File: config.mk
export PLATFORM = sky130hd
export DESIGN_NAME = k053251_reg_sequencer
export DESIGN_NICKNAME = d
export VERILOG_FILES = /design/src/rtl/k053251_reg_sequencer.sv
export SDC_FILE = /design/constraint.sdc
export NUM_CORES = 1
export LEC_CHECK = 0
export ABC_AREA = 0
export CAP_MARGIN = 10
export CORE_UTILIZATION = 25
export CTS_BUF_LIST = sky130_fd_sc_hd__clkbuf_4 sky130_fd_sc_hd__clkbuf_8
export CTS_CLUSTER_SIZE = 25
export DETAILED_ROUTE_END_ITERATION = 16
export DONT_BUFFER_PORTS = 1
export MAX_ROUTING_LAYER = met4
export PLACE_DENSITY = 0.41
export SYNTH_ARGS = -nofsm -noshare
export SYNTH_HDL_FRONTEND = slang
export SYNTH_SLANG_ARGS = --single-unit
export TNS_END_PERCENT = 10
File: constraint.sdc
create_clock -name CLK -period 3.7 [get_ports CLK]
set_clock_uncertainty 0.15 [all_clocks]
set_input_delay 0.74 -clock CLK [delete_from_list [all_inputs] [get_ports CLK]]
set_output_delay 0.74 -clock CLK [all_outputs]
set_load 0.02 [all_outputs]
File: src/rtl/k053251_reg_sequencer.sv
// Shadow register file and VBLANK-gated write sequencer for the k053251 priority mixer.
// Dirty shadow entries are replayed lowest-index-first over the nCS/ADDR/DIN bus.
module k053251_reg_sequencer #(
  parameter int unsigned T_SETUP = 1,
  parameter int unsigned T_LOW   = 2,
  parameter int unsigned T_HOLD  = 1
) (
  input  logic       CLK,
  input  logic       RESET,
  input  logic       WR_REQ,
  input  logic [3:0] WR_ADDR,
  input  logic [5:0] WR_DATA,
  input  logic       COMMIT,
  input  logic       VBLANK,
  output logic       MIX_NCS,
  output logic [3:0] MIX_ADDR,
  output logic [5:0] MIX_DIN,
  output logic       BUSY,
  output logic       DONE
);

  localparam int unsigned T_MAX1 = (T_SETUP > T_LOW) ? T_SETUP : T_LOW;
  localparam int unsigned T_MAX  = (T_MAX1 > T_HOLD) ? T_MAX1 : T_HOLD;
  localparam int unsigned CW     = (T_MAX > 1) ? $clog2(T_MAX) : 1;

  typedef enum logic [2:0] {
    ST_IDLE   = 3'd0,
    ST_SCAN   = 3'd1,
    ST_SETUP  = 3'd2,
    ST_STROBE = 3'd3,
    ST_HOLD   = 3'd4
  } state_t;

  state_t        state_r, state_s;
  logic [CW-1:0] cnt_r, cnt_s;
  logic [5:0]    shadow_r [13];
  logic [12:0]   dirty_r;
  logic          armed_r;
  logic          vb_q_r, vb_q2_r;
  logic [3:0]    idx_r;
  logic          pend_r;
  logic          mix_ncs_r, busy_r, done_r;
  logic [3:0]    mix_addr_r;
  logic [5:0]    mix_din_r;

  logic          any_dirty_s;
  logic [3:0]    low_idx_s;
  logic          wr_hit_s, wr_cur_s;
  logic          latch_s, done_s, hold_entry_s;

  assign wr_hit_s = WR_REQ && (WR_ADDR <= 4'd12);
  assign wr_cur_s = wr_hit_s && (WR_ADDR == idx_r);

  // Lowest-index dirty entry picker
  always_comb begin
    any_dirty_s = |dirty_r;
    low_idx_s   = 4'd0;
    for (int i = 12; i >= 0; i--) begin
      if (dirty_r[i]) low_idx_s = 4'(i);
      else            low_idx_s = low_idx_s;
    end
  end

  // Next-state and phase-counter logic
  always_comb begin
    state_s      = state_r;
    cnt_s        = (cnt_r != '0) ? cnt_r - CW'(1) : cnt_r;
    latch_s      = 1'b0;
    done_s       = 1'b0;
    hold_entry_s = 1'b0;
    case (state_r)
      ST_IDLE: begin
        if (vb_q_r && !vb_q2_r && armed_r) state_s = ST_SCAN;
        else                               state_s = ST_IDLE;
      end
      ST_SCAN: begin
        if (!vb_q_r) begin
          state_s = ST_IDLE;
        end else if (any_dirty_s) begin
          state_s = ST_SETUP;
          latch_s = 1'b1;
          cnt_s   = CW'(T_SETUP - 1);
        end else begin
          state_s = ST_IDLE;
          done_s  = 1'b1;
        end
      end
      ST_SETUP: begin
        if (cnt_r == '0) begin
          state_s = ST_STROBE;
          cnt_s   = CW'(T_LOW - 1);
        end else begin
          state_s = ST_SETUP;
        end
      end
      ST_STROBE: begin
        if (cnt_r == '0) begin
          state_s      = ST_HOLD;
          cnt_s        = CW'(T_HOLD - 1);
          hold_entry_s = 1'b1;
        end else begin
          state_s = ST_STROBE;
        end
      end
      ST_HOLD: begin
        if (cnt_r == '0) state_s = ST_SCAN;
        else             state_s = ST_HOLD;
      end
      default: state_s = ST_IDLE;
    endcase
  end

  // State, counter, VBLANK sync and registered bus outputs
  always_ff @(posedge CLK or posedge RESET) begin
    if (RESET) begin
      state_r    <= ST_IDLE;
      cnt_r      <= '0;
      vb_q_r     <= 1'b0;
      vb_q2_r    <= 1'b0;
      idx_r      <= 4'd0;
      mix_ncs_r  <= 1'b1;
      busy_r     <= 1'b0;
      done_r     <= 1'b0;
      mix_addr_r <= 4'd0;
      mix_din_r  <= 6'd0;
    end else begin
      state_r   <= state_s;
      cnt_r     <= cnt_s;
      vb_q_r    <= VBLANK;
      vb_q2_r   <= vb_q_r;
      mix_ncs_r <= (state_s != ST_STROBE);
      busy_r    <= (state_s != ST_IDLE);
      done_r    <= done_s;
      if (latch_s) begin
        idx_r      <= low_idx_s;
        mix_addr_r <= low_idx_s;
        mix_din_r  <= shadow_r[low_idx_s];
      end
    end
  end

  // A write to the in-flight entry after its value was latched must keep it dirty
  always_ff @(posedge CLK or posedge RESET) begin
    if (RESET) begin
      pend_r <= 1'b0;
    end else if (latch_s) begin
      pend_r <= wr_hit_s && (WR_ADDR == low_idx_s);
    end else if (wr_cur_s && (state_r == ST_SETUP || state_r == ST_STROBE)) begin
      pend_r <= 1'b1;
    end else begin
      pend_r <= pend_r;
    end
  end

  // Shadow storage and dirty tracking; a CPU write overrides the HOLD-entry clear
  always_ff @(posedge CLK or posedge RESET) begin
    if (RESET) begin
      for (int i = 0; i < 13; i++) shadow_r[i] <= 6'd0;
      dirty_r <= '1;
    end else begin
      if (hold_entry_s && !pend_r) dirty_r[idx_r] <= 1'b0;
      if (wr_hit_s) begin
        dirty_r[WR_ADDR]  <= 1'b1;
        shadow_r[WR_ADDR] <= (WR_ADDR == 4'd12) ? {3'b000, WR_DATA[2:0]} : WR_DATA;
      end
    end
  end

  // Replay arming; COMMIT wins over the DONE clear
  always_ff @(posedge CLK or posedge RESET) begin
    if (RESET)       armed_r <= 1'b1;
    else if (COMMIT) armed_r <= 1'b1;
    else if (done_s) armed_r <= 1'b0;
    else             armed_r <= armed_r;
  end

  assign MIX_NCS  = mix_ncs_r;
  assign MIX_ADDR = mix_addr_r;
  assign MIX_DIN  = mix_din_r;
  assign BUSY     = busy_r;
  assign DONE     = done_r;

endmodule
Word-level counts from Yosys, hierarchy flattened:

Index checks and enable logic that the tools add are counted.

* bits in read-only memories: 0
* flip-flop bits (word level): 112
* RAM bits: 0
* latch bits: 0
* memories: 0
* input port bits: 15

* divide/modulo/power cells: 0
* bitwise gates (word level): 5
* $add $sub $neg: 1
* order comparisons: 8
* eq/ne operators: 8
* shifts and indexed selects: 0
* muxes and demuxes: 51
* multipliers: 0
* reduce and logical (&&, ||, !) cells: 18

Operators with widths (number)
* $bwmux 78: 1
* $mux 4: 13
* $mux 13: 2
* $bmux 6 s4: 1
* $demux 6 s4: 1
* $mux 6: 4
* $mux 1: 21
* $pmux 3 s5: 1
* $and 13x13->13: 1
* $not 13->13: 1
* $or 13x13->13: 1
* $reduce_or 13->1: 1
* $ge 5x5->1 const B: 2
* $logic_and 1x1->1: 10
* $lt 4x5->1 const B: 2
* $not 4->5: 2
* $demux 1 s4: 2
* $eq 4x4->1: 2
* $ge 4x1->1 const B: 2
* $eq 3x2->1 const B: 2
* $mux 3: 2
* $lt 5x1->1 const B: 1
* $eq 4x4->1 const B: 1
* $le 4x4->1 const B: 1
* 11 further kinds: 14

Logic depth before layout (Yosys ltp):

Gate-level depths: netlist of run 1.

* depth in word-level cells: 17
* depth in mapped cells: 9

Least setup slack after synthesis of run 1:

No wires, ideal clock.

* path kind: register to register
* start point: register dirty_r[7]
* end point: register mix_din_r[1], in the netlist MIX_DIN[1]
* arrival: 1951 ps
* stages on the path, launching flop included: 10
* buffers on the path: 2
* slack: 1475 ps
* data required time: 3426 ps
* library setup time: 124 ps
* path through: dfstp_2 > nor2_1 > a221oi_2 > o22ai_2 > or2_1 > buf_6 > buf_6 > mux2i_1 > mux2i_1 > a211o_1

* cells in the longest elaborated chain, start to end: 12
* elaborated cells on any way between the ends: 16
* those cells by class: mux: 14; bitwise: 1; reduce/logical: 1

Ends and longest elaborated chain
* start, declared: line 37 `logic [12:0] dirty_r;`
* start signal, assigned: line 159 `dirty_r <= '1;`
* start signal, assigned by index: line 161 `if (hold_entry_s && !pend_r) dirty_r[idx_r] <= 1'b0;`
* start signal, assigned by index: line 163 `dirty_r[WR_ADDR] <= 1'b1;`
* $mux 4 (8 in series): line 59 `if (dirty_r[i]) low_idx_s = 4'(i);`
* $not 4->5 (not written as such): line 137 `mix_din_r <= shadow_r[low_idx_s];`
* $bmux 6 s4: line 137
* $mux 6 (not written as such) (2 in series): line 137
* end signal, assigned: line 137
* end, declared: line 44 `logic [5:0] mix_din_r;`

Several ways; a longest one is shown, not always the timed one. The select of a mux whose other input is x is not followed.
A chain may end at the register's enable or synchronous reset.

Worst setup path after layout of run 1:

* start point: register dirty_r[11]
* end point: register mix_din_r[1], in the netlist MIX_DIN[1]

* cells in the longest elaborated chain, start to end: 16
* elaborated cells on any way between the ends: 20
* those cells by class: mux: 18; bitwise: 1; reduce/logical: 1

Ends and longest elaborated chain (line)
* $mux 4 (12 in series): 59
* $not 4->5 (not written as such): 137
* $bmux 6 s4: 137
* $mux 6 (not written as such) (2 in series): 137

Several ways; a longest one is shown, not always the timed one. The select of a mux whose other input is x is not followed.

==> results.py, run 1 <==
metrics = {
    "status": {
        "status": "finished clean",
    },
    "finish": {
        "syn2layout_area_growth_pct": 9.240,
        "nets": 467,
        "nFillCells": 2167,
        "diodes": 0,
        "multi_input_area_um2": 2305,
        "drive_gt1_share_pct": 23.85,
        "final_core_util_pct": 28.09,
        "ff_latch_area_um2": 2821,
    },
    "die": {
        "fp.dieH_um": 147.0,
        "io_pins": 28,
        "dieWidth_um": 147.0,
        "start_util_pct": 25.72,
        "rows": 52,
        "dieArea_um2": 21600,
        "core_um2": 20430,
    },
    "route": {
        "wl_per_cell_um": 19.49,
        "drt_first_pass_iters": 4,
        "viasPerCell": 4.832,
        "wl_um": 14170,
        "via_count": 3513,
        "drt_iter0_drc": 190,
        "ant_nets": 0,
        "drc": 0,
    },
    "synth": {
        "yosysSeqAreaShare_pct": 53.70,
        "ys_ff_latch": 112,
        "synth.top_cells.by_count": "97 x dfrtp_1, 60 x mux2_2, 47 x o21ai_0",
        "post-synth-top-count-cell": "dfrtp_1",
        "async_flop_share_pct": 100.0,
        "synth_cell_types": 49,
        "synth_edf_count": 0,
        "syn-instance-count": 453,
        "yosys_warnings": 0,
        "syn_nets": 468,
        "yosys-top-cells-area": "dfrtp_1 46%, mux2_2 13%, dfstp_2 7.5%",
        "synth_top_area_cell": "dfrtp_1",
        "synth_area_per_cell_um2": 11.60,
        "synth_top_area_share_pct": 46.20,
        "synthesis.area_um2": 5254,
        "ys.flop_type": "dfrtp_1",
    },
    "clocking": {
        "clk_latency_ns": 0.40,
        "cts.path.max_buffers": 2,
        "post_cts_buffers": 0,
        "ctsResizeCount": 0,
        "cts_max_level": 3,
        "cts_inserted_buffers": 9,
        "cts_tree": "built",
        "clock_sinks": 112,
        "root_buffer": "clkbuf_8",
        "hold_buffers": 0,
        "clk_pin_slew_ns": 0.11,
    },
    "grt": {
        "grt_usage_pct": 14.21,
        "grt_pass1_wl_um": 22000,
        "grt_antenna_before_repair": 0,
        "grt_pass1_vias": 3655,
        "grt_util_met2_pct": 22.30,
        "grt_overflow_total": 0,
        "top_usage_layer": "met2",
        "met1_usage_pct": 18.14,
        "grt_max_degree": 61,
        "met3_usage_pct": 3.975,
    },
    "sta": {
        "fin_crit_ns": 2.892,
        "worst_pin_slew_ns": 1.106,
        "slew_headroom_pct": 26.25,
        "hold_ws_ns": 0.1182,
        "setup_viol": 0,
        "drv_slew": 0,
        "grt_setup_unrepaired": "false",
        "hold_viol": 0,
        "max_freq_ghz": 0.3458,
        "period_share_pct": 78.16,
        "tns_ns": 0,
    },
    "setup_path": {
        "critPathLaunchType": "flop",
        "required_ns": 3.84,
        "worstPathMaxFanout": 18,
        "cp_cell_sequence": "nor2_1 -> o31ai_1 -> o21bai_2 -> and2_1 -> a22oi_1 -> o211ai_1 -> a211o_1",
        "critPathTopFamily": "compound AO/OA/AOI/OAI gates",
        "worstPathArrival_ns": 3.04,
        "max_stage_delay_ns": 0.58,
        "path_class": "reg2reg",
        "crit_buf_inv": 0,
        "crit_path_top_delay_cell": "dfstp_2",
        "critPathCaptureType": "flop",
    },
    "power": {
        "switching_power_mw": 1.165,
        "p_sw_share_pct": 34.69,
        "pwr-share-seq_pct": 53.5,
        "p_leak_nw": 2.448,
        "comb_power_share_pct": 24.9,
        "clock_power_share_pct": 21.6,
        "internal-power_mw": 2.193,
        "ir_drop_mv": 0.2052,
        "power_density_nw_per_um2": 585.0,
    },
    "placement": {
        "portBuffers": 0,
        "dp_hpwl_um": 9929,
        "place_congestion": 0.8523,
    },
    "flow_run": {
        "maxCapViolations": 0,
    },
    "hold_path": {
        "hp-class": "in2async",
    },
}
## kinds of logic after synthesis
| group | synth area share [%] |
|---|---|
| simple gates | 12.00 |
| flops | 53.70 |
| mux | 19.34 |
| compound gates | 11.29 |
| buf+inv | 2.500 |
| xor+xnor | 1.167 |
## metrics by stage
| stage | cell area (µm²) | std cells | setup WS (ns) | total power, mW |
|---|---|---|---|---|
| after global routing | 5739 | 727 | 0.6128 | 3.578 |
| after detailed placement | 5555 | 711 | 0.8286 | 2.672 |
| after CTS | 5739 | 727 | 0.8195 | 3.406 |
| after global placement | 5555 | 711 | 0.8851 | 2.661 |
| final | 5739 | 727 | 0.8082 | 3.358 |
| after floorplan | 5258 | 453 | 1.465 | 2.426 |
## worst register-to-register path: cells and delay by family, from the launching register on
kind               cells  cell delay (ns)
AOI/OAI and AO/OA      5             1.61
DFF                    1             0.58
and+or+nand+nor        2             0.45
## registers in the layout, summed over array words and instances (netlist names)
name	cells
BUSY	1
DONE	1
MIX_ADDR	4
MIX_DIN	6
MIX_NCS	1
armed_r	1
cnt_r	1
dirty_r	13
pend_r	1
shadow_r	78
state_r	3
vb_q2_r	1
vb_q_r	1
## power by group through the flow
stage | Sequential [mW] | Clock [mW] | Combinational (mW)
2_1_floorplan | 1.75 | 0 | 0.676
3_3_place_gp | 1.82 | 0 | 0.840
3_5_place_dp | 1.82 | 0 | 0.848
4_1_cts | 1.80 | 0.755 | 0.851
5_1_grt | 1.84 | 0.813 | 0.925
6_report | 1.80 | 0.725 | 0.837
## placed cells by master (no fill, tap or decap), types with 8 or more instances in the layout
cell      instances
dfrtp_1          97
clkbuf_8         10
nand3_1           9
dfstp_2          15
o21ai_0          47
mux2i_1          34
nand2_1          37
mux2_2           60
a22o_1            8
nand2b_1         12
a22oi_1           8
nor2_1           23
and2_1           10
## worst paths after layout
check	startpoint	endpoint	slack [ns]	cells past startpoint
setup / recovery	dirty_r[11]	MIX_DIN[1]	0.81	7
hold / removal	RESET	MIX_ADDR[1]	0.12	1
setup reg to reg	dirty_r[11]	MIX_DIN[1]	0.81	7
hold reg to reg	vb_q_r	vb_q2_r	0.24	0
max in group asynchronous	RESET	dirty_r[3]	2.47	2
min in group CLK	VBLANK	vb_q_r	0.21	0
## layout make-up
| class | instances | share of cell area, % |
|---|---|---|
| repair buffers | 7 | 1.134 |
| well taps | 270 | 5.886 |
| clock inverters | 5 | 0.6758 |
| clock buffers | 11 | 2.529 |
| flip-flops and latches | 112 | 49.16 |
| multi-input cells | 316 | 40.16 |
| inverters | 6 | 0.4578 |
## metal layers
layer  wire length [µm]  vias up
met4                134        0
met5                  0        -
met2               6693       55
met1               6701     1819
met3                638       13
li1                   -     1626
Note: power is estimated with default switching activity, not from simulation.
==> run 2, diff against run 1 <==
- clock period: 3.7 -> 2.4 ns (I/O delays scaled with it)
==> run 2 against run 1 <==
Hold slack worse by 0.064 ns. Sequential share of layout area is 3.5 points lower. Die area stayed put. Clock-buffer cell count is 2 lower. Setup slack worse by 0.78 ns. Largest power group unchanged. Cell count is 5.0% higher. Critical path type unchanged.
==> results.py, run 2 (synthesized netlist as in run 1, its figures left out) <==
metrics = {
    "route": {
        "drc": 0,
        "wl_um": 14380,
        "wl_per_cell_um": 18.85,
        "drt_iter0_drc": 157,
        "ant_nets": 0,
        "drt_first_pass_iters": 6,
        "viasPerCell": 4.725,
        "via_count": 3605,
    },
    "grt": {
        "grt_max_degree": 113,
        "grt_overflow_total": 0,
        "grt_pass1_vias": 3747,
        "grt_usage_pct": 14.42,
        "grt_pass1_wl_um": 22650,
        "grt_antenna_before_repair": 0,
    },
    "finish": {
        "syn2layout_area_growth_pct": 17.72,
        "nets": 503,
        "nFillCells": 2125,
        "diodes": 0,
        "final_area_um2": 6185,
        "drive_gt1_share_pct": 31.24,
        "final_common_cell": "dfrtp_1",
        "final_cell_mix": "97 x dfrtp_1, 60 x mux2_2, 46 x o21ai_0",
        "largest-register": "shadow_r",
        "largest_register_ffs": 78,
    },
    "sta": {
        "tns_ns": 0,
        "max_freq_ghz": 0.4218,
        "period_share_pct": 98.78,
        "worst_pin_slew_ns": 0.6752,
        "fin_crit_ns": 2.371,
        "setup_ws_ns": 0.02924,
        "slew_headroom_pct": 54.99,
        "setup_viol": 0,
        "drv_slew": 0,
        "grt_setup_unrepaired": "true",
        "hold_viol": 0,
    },
    "placement": {
        "place_congestion": 0.8196,
        "place_ws_ns": -0.02541,
        "placed_area_um2": 5818,
        "dp_hpwl_um": 10350,
        "portBuffers": 0,
    },
    "clocking": {
        "cts_max_level": 3,
        "root_buffer": "clkbuf_8",
        "clk_latency_ns": 0.39,
        "cts_tree": "built",
        "clock_sinks": 112,
        "clk_pin_slew_ns": 0.11,
        "cts.path.max_buffers": 2,
        "cts_inserted_buffers": 9,
    },
    "die": {
        "io_pins": 28,
        "rows": 52,
        "core_um2": 20430,
        "dieArea_um2": 21600,
        "fp.dieH_um": 147.0,
        "start_util_pct": 25.72,
        "dieWidth_um": 147.0,
    },
    "setup_path": {
        "worstPathArrival_ns": 2.51,
        "path_class": "reg2reg",
        "critPathCaptureType": "flop",
        "worstPathMaxFanout": 6,
        "required_ns": 2.54,
        "critPathLaunchType": "flop",
    },
    "flow_run": {
        "maxCapViolations": 0,
    },
    "status": {
        "status": "finished clean",
    },
    "power": {
        "power_density_nw_per_um2": 900.3,
        "ir_drop_mv": 0.4067,
        "p_leak_nw": 2.686,
    },
    "hold_path": {
        "hp-class": "in2reg",
    },
}
-- run 2: cell types whose count changed in the layout (fill, tap and decap cells not counted), moves of 3 or more --
| cell | change |
|---|---|
| mux2i_1 | -3 |
| buf_12 | +3 |
| buf_4 | +27 |
| mux2i_2 | +3 |
-- run 2: metrics by stage --
step / instances / hold slack (ns) / util [%] / total power, mW
after detailed placement: 741 / 0.2086 / 28.48 / 4.243
after global routing: 763 / 0.03556 / 30.27 / 5.911
after CTS: 758 / 0.0001820 / 29.63 / 5.497
after floorplan: 453 / 0.1963 / - / 3.740
final: 763 / 0.05385 / 30.27 / 5.568
after global placement: 741 / 0.2132 / 28.48 / 4.225
-- run 2: report_power, final --
part / switching, mW / internal, mW / leakage [nW]
registers: 0.454 / 2.35 / 1.38
clock network: 0.715 / 0.504 / 0.101
logic: 0.723 / 0.824 / 1.21
total: 1.89 / 3.68 / 2.69
-- run 2: final timing paths --
check | end | start | slack (ns) | cells after the start
worst max-delay path | MIX_DIN[2] | dirty_r[11] | 0.03 | 9
worst min-delay path | armed_r | COMMIT | 0.05 | 1
worst max register to register | MIX_DIN[2] | dirty_r[11] | 0.03 | 9
worst min register to register | vb_q2_r | vb_q_r | 0.24 | 0
max in group asynchronous | shadow_r[68] | RESET | 1.02 | 3
min in group asynchronous | MIX_ADDR[0] | RESET | 0.54 | 3
-- run 2: worst max-delay path, cell delays in order, from the launching register on --
cell and delay [ns]:
dfstp_2 0.57, buf_6 0.10, nand2b_4 0.05, a221oi_2 0.24, o22ai_2 0.12, or2_4 0.31, buf_12 0.16, mux2i_2 0.19
mux2i_1 0.12, a211o_1 0.26
-- run 2: layout make-up --
cell class	count	area (µm²)	area share, %
Timing Repair Buffer	43	420.4	6.797
Inverter	6	26.28	0.4248
Multi-Input combinational cell	316	2365	38.24
Clock inverter	7	90.09	1.457
Tap cell	270	337.8	5.462
Clock buffer	9	123.9	2.003
Sequential cell	112	2821	45.62
-- run 2: repair_timing --
| action | CTS | global route |
|---|---|---|
| endpoints found under the hold margin | 1 | 6 |
| resized for setup | 5 | 14 |
| hold buffers | 1 | 1 |
| pin swaps | 0 | 8 |
| cloned | 0 | 2 |
| setup buffers | 0 | 2 |
| endpoints found under the setup margin | 6 | 7 |
-- run 2: metal layers --
metal  part of all wire, %  up-vias  track usage, %  wire [µm]
met3                   4.8       10           3.478        686
li1                      -     1709               -          -
met1                    46     1834           18.16       6604
met5                     0        -               -          0
met2                    48       52           23.46       6963
met4                  0.90        0           3.093        129
==> run 3, diff against run 2 <==
- TNS_END_PERCENT: 10 -> 20
==> results of run 3 <==
Final layout, timing and power as in run 2 (identical DEF).
